## config.mk

```make
export PLATFORM = sky130hd
export DESIGN_NAME = stage_mux
export DESIGN_NICKNAME = d
export VERILOG_FILES = /design/src/rtl/stage_mux.sv
export SDC_FILE = /design/constraint.sdc
export NUM_CORES = 1
export LEC_CHECK = 0
export BUFFER_PORTS_ARGS = -buffer_cell sky130_fd_sc_hd__buf_2
export CELL_PAD_IN_SITES_DETAIL_PLACEMENT = 2
export CELL_PAD_IN_SITES_GLOBAL_PLACEMENT = 2
export CORE_UTILIZATION = 31
export CTS_BUF_LIST = sky130_fd_sc_hd__clkbuf_8
export DETAILED_ROUTE_END_ITERATION = 8
export GPL_TIMING_DRIVEN = 0
export PLACE_DENSITY = 0.93
export SYNTH_ARGS = -nofsm -noshare
export SYNTH_HDL_FRONTEND = slang
export SYNTH_SLANG_ARGS = --single-unit
```

## constraint.sdc

```tcl
create_clock -name clk_i -period 4.6 [get_ports clk_i]
set_clock_uncertainty 0.05 [all_clocks]
set_input_delay 0.69 -clock clk_i [delete_from_list [all_inputs] [get_ports clk_i]]
set_output_delay 0.69 -clock clk_i [all_outputs]
set_load 0.01 [all_outputs]
```

## src/rtl/stage_mux.sv

```systemverilog
// Purpose: selects one of N packed data channels and registers it behind a two-entry (OUT + SKID) valid/ready stage.
// Latency: 1 cycle from input acceptance to data_o when OUT is empty or draining.
// Backpressure: ready_o is registered (NOT skid-valid) and never depends combinationally on ready_i or valid_i.
module stage_mux #(
    parameter int WIDTH = 32,
    parameter int N     = 4,
    localparam int SEL_W = (N <= 2) ? 1 : $clog2(N)
) (
    input  logic               clk_i,
    input  logic               rst_i,
    input  logic               flush_i,
    input  logic               valid_i,
    output logic               ready_o,
    input  logic [SEL_W-1:0]   sel_i,
    input  logic [N*WIDTH-1:0] data_i,
    output logic               valid_o,
    input  logic               ready_i,
    output logic [WIDTH-1:0]   data_o,
    output logic               err_o
);

    // Occupancy of the stage: OUT only, or OUT plus SKID.
    typedef enum logic [1:0] {
        EMPTY = 2'd0,
        ONE   = 2'd1,
        FULL  = 2'd2
    } state_t;

    state_t             state;
    state_t             state_nxt;
    logic [WIDTH-1:0]   out_dat;
    logic               out_err;
    logic [WIDTH-1:0]   skid_dat;
    logic               skid_err;
    logic [WIDTH-1:0]   cap_dat;
    logic               cap_err;
    logic               in_xfer;

    // Only a FULL stage refuses beats; reset also holds ready low while asserted.
    assign ready_o = (state != FULL) && !rst_i;
    assign in_xfer = valid_i && ready_o;
    assign valid_o = (state != EMPTY);
    assign data_o  = out_dat;
    assign err_o   = out_err;

    // Channel select: an out-of-range select yields zero data tagged as an error.
    always_comb begin
        cap_dat = '0;
        cap_err = (int'(sel_i) >= N);
        for (int k = 0; k < N; k++) begin
            if (sel_i == SEL_W'(k)) begin
                cap_dat = data_i[k*WIDTH +: WIDTH];
            end
        end
    end

    // Occupancy next-state: flush empties everything, otherwise follow the transfers.
    always_comb begin
        state_nxt = state;
        if (flush_i) begin
            state_nxt = EMPTY;
        end else begin
            case (state)
                EMPTY: if (in_xfer) state_nxt = ONE;
                ONE: begin
                    if (ready_i && !in_xfer) state_nxt = EMPTY;
                    else if (!ready_i && in_xfer) state_nxt = FULL;
                end
                FULL: if (ready_i) state_nxt = ONE;
                default: state_nxt = EMPTY;
            endcase
        end
    end

    // Occupancy state register.
    always_ff @(posedge clk_i) begin
        if (rst_i) state <= EMPTY;
        else       state <= state_nxt;
    end

    // Data/err payload: load OUT when it is empty or draining, park in SKID otherwise.
    always_ff @(posedge clk_i) begin
        if (rst_i) begin
            out_dat  <= '0;
            out_err  <= 1'b0;
            skid_dat <= '0;
            skid_err <= 1'b0;
        end else if (flush_i) begin
            out_err  <= 1'b0;
            skid_err <= 1'b0;
        end else begin
            case (state)
                EMPTY: begin
                    if (in_xfer) begin
                        out_dat <= cap_dat;
                        out_err <= cap_err;
                    end
                end
                ONE: begin
                    if (in_xfer && ready_i) begin
                        out_dat <= cap_dat;
                        out_err <= cap_err;
                    end else if (in_xfer) begin
                        skid_dat <= cap_dat;
                        skid_err <= cap_err;
                    end
                end
                FULL: begin
                    if (ready_i) begin
                        out_dat <= skid_dat;
                        out_err <= skid_err;
                    end
                end
                default: ;
            endcase
        end
    end

endmodule

```

==> impl_metrics.env <==
export IMPL_clock_path_buffers=2
export IMPL_pre_cts_slack_ps=1830
export IMPL_hold_viol_final=0
export IMPL_yosys_register_bits=66
export IMPL_max_freq_mhz=379
export IMPL_via_per_inst=5.52
export IMPL_tightest_slew_ps=737
export IMPL_clkLatencyLatePin_ps=360
export IMPL_firstDrtPassIters=4
export IMPL_final_layout_size_suffix_gt1_share_pct=49.0
export IMPL_syn_avg_cell_area_um2=10.8
export IMPL_synth_area_um2=3880
export IMPL_cts_root_buf="clkbuf_8"
export IMPL_ys_warnings_count=0
export IMPL_required_ps=3860
export IMPL_io_buffers=166
export IMPL_grt_pass1_wl_mm=23.5
export IMPL_ys_seq_area_share_pct=34.0
export IMPL_dieArea_um2=13000
export IMPL_async_reset_ff_share_pct=0
export IMPL_core_um2=12100
export IMPL_reg2regPathDepth=5
export IMPL_r2r_end="skid_dat[5]"
export IMPL_yosysMostFrequentCell="dfxtp_1"
export IMPL_holdWs_ps=442
export IMPL_io_pins=170
export IMPL_nNetsFinal=672
export IMPL_synth_top_cell_by_area="dfxtp_1"
export IMPL_hp_class="flip-flop to flip-flop"
export IMPL_insertedDiodeCount=0
export IMPL_vias=3913
export IMPL_syn_inst=359
export IMPL_leakage_nw=2.20
export IMPL_clkTransAtPathRegs_ps=80
export IMPL_antenna_found_initial=0
export IMPL_wire_per_inst_um=21.5
export IMPL_max_cap_violations=0
export IMPL_grt_overflow_total=0
export IMPL_cts_setup_buffers=0
export IMPL_wl_mm=15.2
export IMPL_cts_resized=0
export IMPL_die_x_um=114
export IMPL_tns_ps=0
export IMPL_die_h_um=114
export IMPL_ir_drop_mv=0.134
export IMPL_outcome="finished, final reports clean"
export IMPL_hold_buffers=0
export IMPL_synth_edf_count=0
export IMPL_synth_flop_cell="dfxtp_1"
export IMPL_cts_buffers_inserted=9
export IMPL_area_growth_pct=32.3
export IMPL_drtIter0Drc=155
export IMPL_arrival_ps=1900
export IMPL_yosys_area_top_type_share_pct=34.0
export IMPL_startpoint="state[0]"
export IMPL_min_delay_path_depth=2
export IMPL_initial_core_util_pct=32.1
export IMPL_reg2reg_from="state[1]"
export IMPL_htree_levels=3
export IMPL_yosys_top_cells_count="dfxtp_1 (66), a21oi_1 (64)"
export IMPL_setup_ws_ps=1960
export IMPL_synth_cell_types=31
export IMPL_worstHoldStart="skid_dat[13]"
export IMPL_rows=40
export IMPL_num_fill_cells=1354
export IMPL_slew_viol_final=0
export IMPL_setup_viol_count_final=0
export IMPL_crit_path_start_kind="flip-flop"
export IMPL_rsz0062_at_grt="false"
export IMPL_hold_end="skid_dat[13]"
export IMPL_grt_usage_pct=23.8
export IMPL_path_class="flip-flop to output port"
export IMPL_period_share_pct=57.4
export IMPL_finalPower_mw=1.46
export IMPL_slew_headroom_pct=50.8
export IMPL_grt_pass1_vias=4324
export IMPL_synth_area_leaders="dfxtp_1 (34%), mux4_2 (19%), a221oi_2 (12%), a21oi_1 (8.2%), mux2i_1 (8.2%)"
export IMPL_syn_nets=495
export IMPL_drc=0
export IMPL_ff2ff_setup_slack_ps=2470
export IMPL_post_dp_hpwl_mm=11.5
export IMPL_cp_end_kind="output port"
export IMPL_crit_fanout=10
export IMPL_grt_max_degree=13
export IMPL_tritoncts="yes"
export IMPL_gp_congestion=0.791
export IMPL_powerDensity_nw_per_um2=284
export IMPL_finalWorstPathRequiredPeriod_ps=2640
export IMPL_cts_sinks=66
export IMPL_antenna_left=0
layout by cell type, fill, tap and decap left out, types with 2 or more instances in the layout:
master and instances:
buf_6 4, nand2b_1 2, a221oi_1 2, a21oi_1 64
buf_1 3, clkbuf_1 28, buf_4 6, o21ai_0 32
buf_2 172, clkbuf_8 11, dfxtp_1 66, nand3_1 32
a221oi_2 30, mux4_2 32, mux2i_1 32, clkinvlp_4 3
nand3b_1 2, nor3_1 2, nor2b_1 2
worst max path at each step:
stage	end	depth (start not counted)
6_report	ready_o	5
3_3_place_gp	state[0]	8
2_1_floorplan	state[0]	8
4_1_cts	ready_o	5
5_1_grt	ready_o	4
3_5_place_dp	state[0]	8
routing by layer:
layer / wire length (um) / track usage (%)
met5: 0 / 0
met2: 7860 / 43.1
met4: 388 / 8.66
met1: 6250 / 28.2
met3: 718 / 3.93
metrics by stage:
| stage | std cells | util [%] | area [um^2] |
|---|---|---|---|
| 3_3_place_gp | 693 | 40.7 | 4930 |
| 4_1_cts | 709 | 42.4 | 5140 |
| 6_report | 709 | 42.4 | 5140 |
| 5_1_grt | 709 | 42.4 | 5140 |
| 2_1_floorplan | 359 | - | 3880 |
| 3_5_place_dp | 693 | 40.7 | 4930 |
cell type report:
type | count | area [um^2] | share of cell area, %
multi-input cells | 245 | 2320 | 45.2
repair buffers | 166 | 831 | 16.2
flip-flops and latches | 66 | 1320 | 25.7
clock inverters | 5 | 61.3 | 1.19
clock buffers | 11 | 151 | 2.95
well taps | 168 | 210 | 4.09
plain buffers | 47 | 236 | 4.60
inverters | 1 | 3.75 | 0.0730
registers in the layout (all words and copies together) (netlist names):
signal and flops:
data_o 32, skid_dat 32, state 2
power breakdown:
part           internal, mW  switching, mW  leakage, nW
combinational         0.149          0.170         1.56
clock                 0.282          0.249       0.0982
sequential            0.593         0.0151        0.537
kinds of logic (layout without fill, tap and decap cells):
| kind of cell | count (synthesis) | after routing | synth area share [%] |
|---|---|---|---|
| AOI/OAI and AO/OA | 132 | 132 | 25.4 |
| DFF | 66 | 66 | 34.0 |
| muxes | 64 | 64 | 26.8 |
| buffers and inverters | 48 | 230 | 6.18 |
| and+or+nand+nor | 47 | 47 | 7.21 |
| adders and majority gates | 1 | 1 | 0.322 |
| other | 1 | 1 | 0.0965 |
critical path: stages (launching register included):
cell,delay [ps]
dfxtp_1,440
nand2b_1,130
buf_2,240
buf_2,370
nor2b_1,210
buf_2,160
Power figures use the tool's default switching activity.
